===== src/rtl/ternary_pkg.sv =====
// rtl/ternary_pkg.sv - shared types for the balanced-ternary core sequencer
package ternary_pkg;

  typedef enum logic [2:0] {
    IDLE   = 3'd0,
    FETCH  = 3'd1,
    DECODE = 3'd2,
    EXEC   = 3'd3,
    MEM    = 3'd4,
    WB     = 3'd5,
    HALT   = 3'd6
  } seq_state_t;

  typedef logic [1:0] pc_sel_t;

  localparam pc_sel_t PC_INC = 2'b00;
  localparam pc_sel_t PC_BR  = 2'b01;
  localparam pc_sel_t PC_JMP = 2'b10;

endpackage


===== src/rtl/btisa_seq_ctrl.sv =====
// rtl/btisa_seq_ctrl.sv - multi-cycle fetch/decode/exec/mem/wb sequencer with memory timeout
module btisa_seq_ctrl
  import ternary_pkg::*;
#(
  parameter int unsigned MEM_TIMEOUT = 255,
  parameter int unsigned RET_W       = 16
) (
  input  logic             clk,
  input  logic             rst,
  input  logic             start,
  input  logic             step_mode,
  output logic             imem_req,
  input  logic             imem_ack,
  output logic             ir_load,
  input  logic             dec_reg_write,
  input  logic             dec_mem_read,
  input  logic             dec_mem_write,
  input  logic             dec_branch,
  input  logic             dec_jump,
  input  logic             dec_halt,
  input  logic             branch_taken,
  output logic             dmem_req,
  output logic             dmem_we,
  input  logic             dmem_ack,
  output logic             rf_we,
  output logic             pc_en,
  output logic [1:0]       pc_sel,
  output logic [2:0]       state_o,
  output logic             busy,
  output logic             halted,
  output logic             mem_err,
  output logic [RET_W-1:0] retired
);

  localparam int unsigned WAIT_W = (MEM_TIMEOUT < 2) ? 1 : $clog2(MEM_TIMEOUT + 1);

  seq_state_t        state, state_nxt;
  pc_sel_t           pc_sel_q, pc_sel_nxt;
  logic              mem_err_q, mem_err_nxt;
  logic              f_reg_write, f_mem_read, f_mem_write, f_branch, f_jump;
  logic [WAIT_W-1:0] wait_cnt;
  logic [RET_W-1:0]  retired_q;
  logic              waiting, acked, timeout;

  assign waiting = (state == FETCH) || (state == MEM);
  assign acked   = ((state == FETCH) && imem_ack) || ((state == MEM) && dmem_ack);
  // An ack in the final allowed cycle takes priority over the timeout.
  assign timeout = waiting && !acked && (MEM_TIMEOUT != 0) &&
                   ((32'(wait_cnt) + 32'd1) >= MEM_TIMEOUT);

  always_ff @(posedge clk) begin
    if (rst) begin
      state       <= IDLE;
      pc_sel_q    <= PC_INC;
      mem_err_q   <= 1'b0;
      f_reg_write <= 1'b0;
      f_mem_read  <= 1'b0;
      f_mem_write <= 1'b0;
      f_branch    <= 1'b0;
      f_jump      <= 1'b0;
      wait_cnt    <= '0;
      retired_q   <= '0;
    end else begin
      state     <= state_nxt;
      pc_sel_q  <= pc_sel_nxt;
      mem_err_q <= mem_err_nxt;
      if (state == DECODE) begin
        f_reg_write <= dec_reg_write;
        f_mem_read  <= dec_mem_read;
        f_mem_write <= dec_mem_write;
        f_branch    <= dec_branch;
        f_jump      <= dec_jump;
      end
      if (state == WB) begin
        retired_q <= retired_q + RET_W'(1);
      end
      // Outside FETCH/MEM the counter sits at zero, so every entry starts fresh.
      if (waiting && !acked) begin
        wait_cnt <= wait_cnt + WAIT_W'(1);
      end else begin
        wait_cnt <= '0;
      end
    end
  end

  always_comb begin
    state_nxt   = state;
    pc_sel_nxt  = pc_sel_q;
    mem_err_nxt = mem_err_q;
    imem_req    = 1'b0;
    dmem_req    = 1'b0;
    dmem_we     = 1'b0;
    rf_we       = 1'b0;
    pc_en       = 1'b0;
    case (state)
      IDLE: begin
        if (start) state_nxt = FETCH;
      end
      FETCH: begin
        imem_req = 1'b1;
        if (imem_ack) begin
          state_nxt = DECODE;
        end else if (timeout) begin
          state_nxt   = HALT;
          mem_err_nxt = 1'b1;
        end
      end
      DECODE: begin
        state_nxt = dec_halt ? HALT : EXEC;
      end
      EXEC: begin
        if (f_jump) pc_sel_nxt = PC_JMP;
        else if (f_branch && branch_taken) pc_sel_nxt = PC_BR;
        else pc_sel_nxt = PC_INC;
        state_nxt = (f_mem_read || f_mem_write) ? MEM : WB;
      end
      MEM: begin
        dmem_req = 1'b1;
        dmem_we  = f_mem_write;
        if (dmem_ack) begin
          state_nxt = WB;
        end else if (timeout) begin
          state_nxt   = HALT;
          mem_err_nxt = 1'b1;
        end
      end
      WB: begin
        rf_we     = f_reg_write;
        pc_en     = 1'b1;
        state_nxt = step_mode ? IDLE : FETCH;
      end
      HALT: begin
        state_nxt = HALT;
      end
      default: begin
        state_nxt = IDLE;
      end
    endcase
  end

  assign ir_load = imem_req & imem_ack;
  assign pc_sel  = pc_sel_q;
  assign state_o = state;
  assign busy    = (state != IDLE) && (state != HALT);
  assign halted  = (state == HALT);
  assign mem_err = mem_err_q;
  assign retired = retired_q;

endmodule


===== config.mk =====
export PLATFORM = sky130hd
export DESIGN_NAME = btisa_seq_ctrl
export DESIGN_NICKNAME = d
export VERILOG_FILES = /design/src/rtl/ternary_pkg.sv /design/src/rtl/btisa_seq_ctrl.sv
export SDC_FILE = /design/constraint.sdc
export NUM_CORES = 1
export LEC_CHECK = 0
export CAP_MARGIN = 25
export CORE_MARGIN = 2
export CORE_UTILIZATION = 30
export CTS_CLUSTER_SIZE = 28
export DETAILED_ROUTE_END_ITERATION = 10
export PLACE_DENSITY = 0.67
export SLEW_MARGIN = 20
export SYNTH_ARGS = -nofsm -noshare
export SYNTH_HDL_FRONTEND = slang
export SYNTH_SLANG_ARGS = --single-unit

===== constraint.sdc =====
create_clock -name clk -period 1.87 [get_ports clk]
set_input_delay 0.2805 -clock clk [delete_from_list [all_inputs] [get_ports clk]]
set_output_delay 0.2805 -clock clk [all_outputs]
set_load 0.01 [all_outputs]

==> flow_metrics.tcl, run 1 <==
set metrics [dict create \
    io_pins 43 \
    ys_top_cells_by_count "dfxtp_1, nor2_1, a21oi_1, o21ai_0" \
    die_w_um 80.1 \
    status "finished, final reports clean" \
    synth-seq-area-share 0.403 \
    share_comb_of_total_power 0.265 \
    gr-total-overflow 0 \
    syn_to_final_growth_pct 44.2 \
    antenna_found_initial 0 \
    r2r_slack_ns 0.10 \
    cts_tree "built" \
    required_ns 1.59 \
    initial_core_util 0.314 \
    drive_gt1_frac 0.164 \
    hpwl_um 3070 \
    viasPerCell 4.83 \
    wirelength_um 4060 \
    clkLatencyLatePin_ns 0.29 \
    crit_top_cell "buf_4" \
    fp.coreArea_sq_um 5540 \
    path_clk_slew_ns 0.07 \
    slowest_stage "clkdlybuf4s50_1" \
    swShare 0.274 \
    drv_slew 0 \
    grt_pass1_wl_um 6780 \
    place_inst 332 \
    maxSlewHeadroom 0.750 \
    multi_input_area_sq_um 966 \
    regArea_sq_um 703 \
    die_area_sq_um 6420 \
    p_clk_frac 0.339 \
    synthCells 204 \
    internal_power_mw 1.50 \
    cap_violations 0 \
    fin_cells 340 \
    holdBufCountCts 0 \
    cp.arrival_ns 1.51 \
    cts_made_buffers 5 \
    cts_max_path_buffers 2 \
    hold_viol 0 \
    grt_max_degree 19 \
    cts.htree.levels 2 \
    p_seq_frac 0.396 \
    total_power_mw 2.07 \
    switchingPower_mw 0.567 \
    post-route-drc-count 0 \
    wl_per_cell_um 12.0 \
    avgSynthCellArea_sq_um 8.53 \
    synth_area_sq_um 1740 \
    first_global_vias 1566 \
    io_buffers 42 \
    finalSetupViolCount 0 \
    nets 283 \
    worstPathCellList "buf_4, buf_4, clkdlybuf4s50_1" \
    p_leak_nw 1.01 \
    cts_root_buf "clkbuf_8" \
    antenna_left 0 \
    start_kind "flip-flop" \
    async_reset_ff_frac 0 \
    skew_ns 0.00910 \
    cts_setup_buffers 0 \
    end_kind "output port" \
    synth_area_leaders "dfxtp_1, nor2_1, a21oi_1" \
    min-delay-path-class "reg -> reg" \
    finalCritPeriodShare 0.956 \
    fillers 560 \
    yosysMostFrequentCell "dfxtp_1" \
    max_slew.worst_pin.slew_ns 0.373 \
    max_clock_freq_mhz 559 \
    synth_ff_type "dfxtp_1" \
    fp.dieH_um 80.1 \
    ir_drop_mv 0.397 \
    drt_iter0_drc 56 \
    synth_top_cell_by_area "dfxtp_1" \
    worst-path-max-fanout 10 \
    diodes 0 \
    synth_edf_count 0 \
    dpl_worst_slack_ns -0.0595 \
    yosys_warnings 0 \
    num_rows 27 \
    synth_cell_types 47 \
    vias 1641 \
    cts_sinks 35 \
    detail_route.first_pass.iterations 4 \
    rsz0062_at_grt "false" \
    critPathMaxStageDelay_ns 0.54 \
    synth_nets 220 \
    crit_type "reg -> out" \
    setup_slack_ns 0.0821 \
    period_needed_ns 1.79 \
    gp_congestion 0.741 \
    synth_top_area_share 0.403 \
    grt_usage 0.134 \
    ys_seq_elements 35 \
    worst_hold_slack_ns 0.472 \
    pwr_density_cell_nw_per_um2 825 \
]
[registers in the layout, summed over array words and instances (netlist names)]
signal / count
f_reg_write: 1
wait_cnt: 8
f_mem_write: 1
f_mem_read: 1
pc_sel: 2
f_jump: 1
mem_err: 1
state_o: 3
f_branch: 1
retired: 16
[through the flow]
step / utilization / setup TNS (ns) / instance area, sq um
floorplan: - / 0 / 1740
detailed placement: 0.429 / -0.0741 / 2380
CTS: 0.452 / 0 / 2500
global placement: 0.429 / -0.0436 / 2380
global route: 0.453 / 0 / 2510
finish: 0.453 / 0 / 2510
[path summary, 6_finish.rpt]
| check | startpoint | end | depth (start not counted) |
|---|---|---|---|
| worst max-delay path | state_o[1] | state_o[1] | 3 |
| worst max register to register | wait_cnt[1] | state_o[0] | 5 |
| worst min-delay path | f_jump | pc_sel[1] | 2 |
| worst min register to register | f_jump | pc_sel[1] | 2 |
[routing by layer]
| layer | vias to the layer above | track usage | share of wire |
|---|---|---|---|
| met3 | 5 | 0.0371 | 0.042 |
| met4 | 0 | 0.0492 | 0.013 |
| met2 | 31 | 0.238 | 0.48 |
| met5 | - | 0 | 0 |
| met1 | 752 | 0.151 | 0.47 |
| li1 | 853 | - | - |
[logic make-up after synthesis]
logic type / count (synthesis) / share of synthesized area
AO/OA/AOI/OAI: 45 / 0.159
AND/OR/NAND/NOR: 87 / 0.286
buffers and inverters: 19 / 0.0511
XOR/XNOR: 10 / 0.0504
flip-flops: 35 / 0.403
multiplexers: 5 / 0.0288
adder cells (fa/ha/maj): 3 / 0.0216
[cells in the final DEF (no fill, tap or decap), types with 4 or more instances in the layout]
cell type and instances:
nor2_1 23, clkbuf_8 6, inv_1 7, o21ai_0 15
clkdlybuf4s50_1 34, dfxtp_1 33, xnor2_1 4, a21oi_1 15
buf_4 25, or3_1 10, and3_1 4, nand3_1 10
nand2_1 10, dlygate4sd2_1 7, nand4_1 4, xor2_1 6
mux2i_1 5
[final cells by class]
class / instances / area share
clock buffer: 6 / 0.0329
clock inverter: 2 / 0.0140
inverter: 8 / 0.0120
multi-input combinational: 150 / 0.385
sequential: 35 / 0.280
tap: 72 / 0.0359
timing repair buffer: 67 / 0.240
[power groups by stage]
stage / combinational (mW) / clock, mW / sequential (mW)
after global routing: 0.596 / 0.758 / 0.824
after detailed placement: 0.561 / 0 / 0.833
after CTS: 0.553 / 0.718 / 0.821
after floorplan: 0.288 / 0 / 0.832
after global placement: 0.561 / 0 / 0.833
final: 0.549 / 0.701 / 0.820
[timing repair]
item	4_1_cts	5_1_grt
pin swaps	0	3
gates resized for setup	13	2
endpoints found under the setup margin	8	6
[worst max-delay path, delay by kind of cell (launching register included)]
family	cells	cell delay, ns
buffers and inverters	3	0.89
DFF	1	0.33
(Power assumes the default switching activity.)
==> inputs of run 2 (changes only) <==
--- a/config.mk
+++ b/config.mk
@@ -6,7 +6,7 @@
 export NUM_CORES = 1
 export LEC_CHECK = 0
 export CAP_MARGIN = 25
-export CORE_MARGIN = 2
+export CORE_MARGIN = 4
 export CORE_UTILIZATION = 30
 export CTS_CLUSTER_SIZE = 28
 export DETAILED_ROUTE_END_ITERATION = 10
==> flow_metrics.tcl, run 2 (synthesis gave the netlist of run 1 again) <==
set metrics [dict create \
    reg2reg_to "state_o[0]" \
    cts_setup_buffers 0 \
    top_layer_used "met4" \
    end_kind "flip-flop" \
    drv_slew 0 \
    hpwl_um 3190 \
    skew_ns 0.00935 \
    drive_gt1_frac 0.169 \
    gr-total-overflow 0 \
    ir_drop_mv 0.400 \
    status "finished, final reports clean" \
    max_slew.worst_pin.slew_ns 0.370 \
    mostFrequentLayoutCells "clkdlybuf4s50_1, dfxtp_1, nor2_1, buf_4" \
    min-delay-path-class "reg -> reg" \
    io_buffers 42 \
    cts_sinks 35 \
    r2r-start "wait_cnt[1]" \
    setup_tns_ns 0 \
    die_area_sq_um 7080 \
    viasPerCell 4.90 \
    initial_core_util 0.312 \
    nets 282 \
    fp.dieH_um 84.1 \
    r2r_slack_ns 0.1 \
    syn_to_final_growth_pct 46.5 \
    io_pins 43 \
    cts_tree "built" \
    worst-path-max-fanout 3 \
    place_inst 331 \
    hold_viol 0 \
    vias 1661 \
    antenna_found_initial 0 \
    dpl_worst_slack_ns -0.0829 \
    min-delay-start "f_jump" \
    wirelength_um 4080 \
    clkLatencyLatePin_ns 0.29 \
    crit_type "reg -> reg" \
    min_to "pc_sel[1]" \
    cts_max_path_buffers 2 \
    regArea_sq_um 706 \
    reg2regPathDepth 5 \
    fp.coreArea_sq_um 5570 \
    post-route-drc-count 0 \
    fin_area_sq_um 2550 \
    fin_cells 339 \
    path_clk_slew_ns 0.07 \
    multi_input_area_sq_um 978 \
    cap_violations 0 \
    grt_max_degree 18 \
    grt_usage 0.120 \
    wl_met1_um 1830 \
    setup_slack_ns 0.0970 \
    pwr_density_cell_nw_per_um2 857 \
    cts.htree.levels 2 \
    cts_root_buf "clkbuf_8" \
    gp_congestion 0.721 \
    num_rows 27 \
    maxSlewHeadroom 0.752 \
    cts_made_buffers 5 \
    max_clock_freq_mhz 564 \
    largest_reg_flops 16 \
    period_needed_ns 1.77 \
    start_kind "flip-flop" \
    die_w_um 84.1 \
    placed_area_sq_um 2380 \
    wl_per_cell_um 12.0 \
    dr_wl_met3_um 206 \
    antenna_left 0 \
    fillers 558 \
    drt_iter0_drc 61 \
    p_leak_nw 0.997 \
    detail_route.first_pass.iterations 2 \
    required_ns 2.04 \
    first_global_vias 1626 \
    wl_met2_um 2010 \
    finalSetupViolCount 0 \
    whs_path_depth 2 \
    finalCritPeriodShare 0.948 \
    grt_pass1_wl_um 7110 \
    crit_start "wait_cnt[1]" \
    mostFrequentLayoutCell "clkdlybuf4s50_1" \
    worst_hold_slack_ns 0.469 \
    cp.arrival_ns 1.95 \
    diodes 0 \
]
## run 2: changes by cell type in the layout (fill, tap and decap cells not counted), sizes merged
cell          before  now
buf               25   24
dlymetal6s2s       1    0
dlygate4sd2        7    8
clkinv             1    0
clkbuf             6    5
clkinvlp           0    1
bufinv             1    2
## run 2: timing repair
action	in CTS	in global routing
cloned	0	0
hold buffers	0	0
gates resized for setup	17	3
pin swaps	0	2
setup endpoints to repair	11	7
## run 2: report_power, final
group	total, mW	switching (mW)	leakage (nW)	internal, mW
combinational	0.540	0.247	0.650	0.293
clock	0.815	0.284	0.0644	0.532
sequential	0.828	0.0475	0.283	0.780
total	2.18	0.577	0.997	1.61
## run 2: area by class of cell
type / count / area share
clock buffers: 5 / 0.0270
clock inverters: 3 / 0.0265
inverters: 8 / 0.0118
multi-input cells: 150 / 0.384
flip-flops and latches: 35 / 0.277
well taps: 72 / 0.0354
repair buffers: 66 / 0.238
## run 2: critical path, stage by stage (launching register included)
cell,delay [ns]
dfxtp_1,0.36
ha_2,0.19
nand3_1,0.07
or3_1,0.34
a2111o_1,0.43
a211o_1,0.27
## run 2: worst max-delay path by stage
stage	endpoint	slack (ns)	depth (start not counted)
after global routing	state_o[0]	-0.003	5
after global placement	mem_err	-0.04	5
after CTS	retired[10]	0.04	5
after detailed placement	mem_err	-0.08	5
final	state_o[0]	0.1	5
after floorplan	state_o[0]	0.05	5
## run 2: per-layer routing
metal	up-vias	global-route usage
li1	855	-
met1	766	0.143
met2	34	0.207
met3	6	0.0393
met4	0	0.0307
met5	-	0
## run 2: per-stage QoR
| step | utilization | total power [mW] |
|---|---|---|
| after floorplan | - | 1.12 |
| after global placement | 0.428 | 1.37 |
| after detailed placement | 0.428 | 1.37 |
| after CTS | 0.455 | 2.20 |
| after global routing | 0.457 | 2.30 |
| final | 0.457 | 2.18 |
==> variant, RTL diff (flow settings as in run 1) <==
Set the parameter `RET_W` to 20 (it was 16).
--- a/src/rtl/btisa_seq_ctrl.sv
+++ b/src/rtl/btisa_seq_ctrl.sv
@@ -3,7 +3,7 @@
   import ternary_pkg::*;
 #(
   parameter int unsigned MEM_TIMEOUT = 255,
-  parameter int unsigned RET_W       = 16
+  parameter int unsigned RET_W       = 20
 ) (
   input  logic             clk,
   input  logic             rst,
Ports: changed (resized retired); port bits go from 43 to 47. The function was not compared with the original's and may differ.
==> variant against run 1 <==
Total power fell by 2.9%; global-route usage fell by 0.32 points; non-clock buffer count rose by 4; area after synthesis up 18%; design area grew 17%; wire length increased by 19%; first-iteration DRC count rose by 43%; sequential cell count increased by 4; setup slack better by 0.041 ns.
==> variant: results (changes against run 1) <==
[metrics] share of final-layout standard cells stronger than drive strength 1: 0.171 (was 0.164)
[metrics] Critical Path Max Stage Delay: 0.40 ns (was 0.54 ns)
[metrics] slowest library cell on the worst path: dfxtp_1 (was clkdlybuf4s50_1)
[metrics] Peak supply drop: 0.292 mV (was 0.397 mV)
[metrics] detailed-placement wirelength estimate: 3.50 mm (was 3.07 mm)
[metrics] leakage power of the design: 0.00111 uW (was 0.00101 uW)
[metrics] WL final: 4.82 mm (was 4.06 mm)
[metrics] adder-cell share of the synthesized area: 0.0182 (was 0.0216)
[metrics] Register-to-Register Setup Slack: 0.12 ns (was 0.10 ns)
[metrics] routed via count: 1975 (was 1641)
[metrics] compound-cell area share of the yosys netlist: 0.134 (was 0.159)
[metrics] post-synthesis share of cell area spent on xor and xnor gates: 0.0468 (was 0.0504)
[metrics] total of buffers placed on input and output ports: 46 (was 42)
[metrics] outcome: complete, no violations (unchanged)
[metrics] share of the clock period used by the worst path after layout: 0.934 (was 0.956)
[metrics] Post-DP Area: 2790 um2 (was 2380 um2)
[metrics] placer congestion estimate: 0.810 (was 0.741)
[metrics] met3 Usage GRT: 0.0294 (was 0.0371)
[metrics] Top delay family on crit path: compound AO/OA/AOI/OAI gates (was buffers and inverters)
[metrics] worst slack at placement: 0.0137 ns (was -0.0595 ns)
[metrics] largest cells by area after synthesis: dfxtp_1, nor2_1, mux2i_1 (was dfxtp_1, nor2_1, a21oi_1)
[metrics] Commonest cells post-synth: dfxtp_1, nor2_1, nand2_1 (was dfxtp_1, nor2_1, a21oi_1, o21ai_0)
[metrics] Final Net Count: 325 (was 283)
[metrics] non-filler instance count after layout: 390 (was 340)
[metrics] Rows: 30 (was 27)
[metrics] portion of the post-synthesis area used by sequential elements: 0.379 (was 0.403)
[metrics] flip-flop count of the largest register after layout: 20 (was 16)
[metrics] post-synthesis net count: 260 (was 220)
[metrics] data arrival time of the critical path: 1.92 ns (was 1.51 ns)
[metrics] largest driver fanout on the critical path: 5 (was 10)
[metrics] transition time at the pin with the least slew margin: 0.440 ns (was 0.373 ns)
[metrics] grt met2 use: 0.211 (was 0.238)
[metrics] global-route wire length before repair: 7.92 mm (was 6.78 mm)
[metrics] Layout Skew: 0.00774 ns (was 0.00910 ns)
[metrics] average cell area after synthesis: 8.44 um2 (was 8.53 um2)
[metrics] worst hold slack after final layout: 0.481 ns (was 0.472 ns)
[metrics] GR Util All Layers: 0.130 (was 0.134)
[metrics] via count of the first global-routing pass: 1778 (was 1566)
-- variant: changes by cell type in the layout (fill, tap and decap cells not counted), moves of 3 or more --
cell	run 1	this run
nand2_1	10	16
nor2_1	23	29
o21ai_0	15	9
nand2b_1	2	7
buf_4	25	21
clkdlybuf4s50_1	34	38
buf_12	0	3
dfxtp_1	33	36
inv_1	7	10
mux2_2	0	3
mux2i_1	5	8
nor3_1	3	6
xnor2_1	4	7
-- variant: where the power goes --
part           internal (uW)  switching (uW)  total (uW)
sequential               870            40.1         910
combinational            296             257         554
clock                    261             285         546
total                   1430             583        2010
-- variant: repair_timing --
item | in CTS | in global routing
endpoints found under the setup margin | 8 | 5
gates resized for setup | 14 | 7
pin swaps | 0 | 1
-- variant: cells by family after synthesis --
family                     Yosys count
DFF                                 39
adders and majority gates            3
and+or+nand+nor                    114
AOI/OAI and AO/OA                   43
xor gates and xnor gates            11
muxes                               11
buffers and inverters               23
-- variant: cell type report --
class / instances / area (um2)
Timing Repair Buffer: 71 / 687
Tap cell: 80 / 100
Clock inverter: 2 / 12.5
Clock buffer: 6 / 72.6
Multi-Input combinational cell: 182 / 1230
Sequential cell: 39 / 790
Fill cell: 652 / 3790
Inverter: 10 / 37.5
-- variant: worst paths after layout --
path                       startpoint                        to
min reg2reg  retired[19]$_SDFFE_PP0P_  retired[19]$_SDFFE_PP0P_
min          retired[19]$_SDFFE_PP0P_  retired[19]$_SDFFE_PP0P_
max reg2reg    wait_cnt[0]$_SDFF_PP0_   state_o[0]$_SDFFE_PP0P_
max            wait_cnt[0]$_SDFF_PP0_   state_o[0]$_SDFFE_PP0P_
-- variant: routing by layer --
metal  vias to the layer above  share of wire
met5                         -              0
met4                         0          0.013
met3                         6          0.044
met2                        53           0.46
met1                       916           0.48
li1                       1000              -
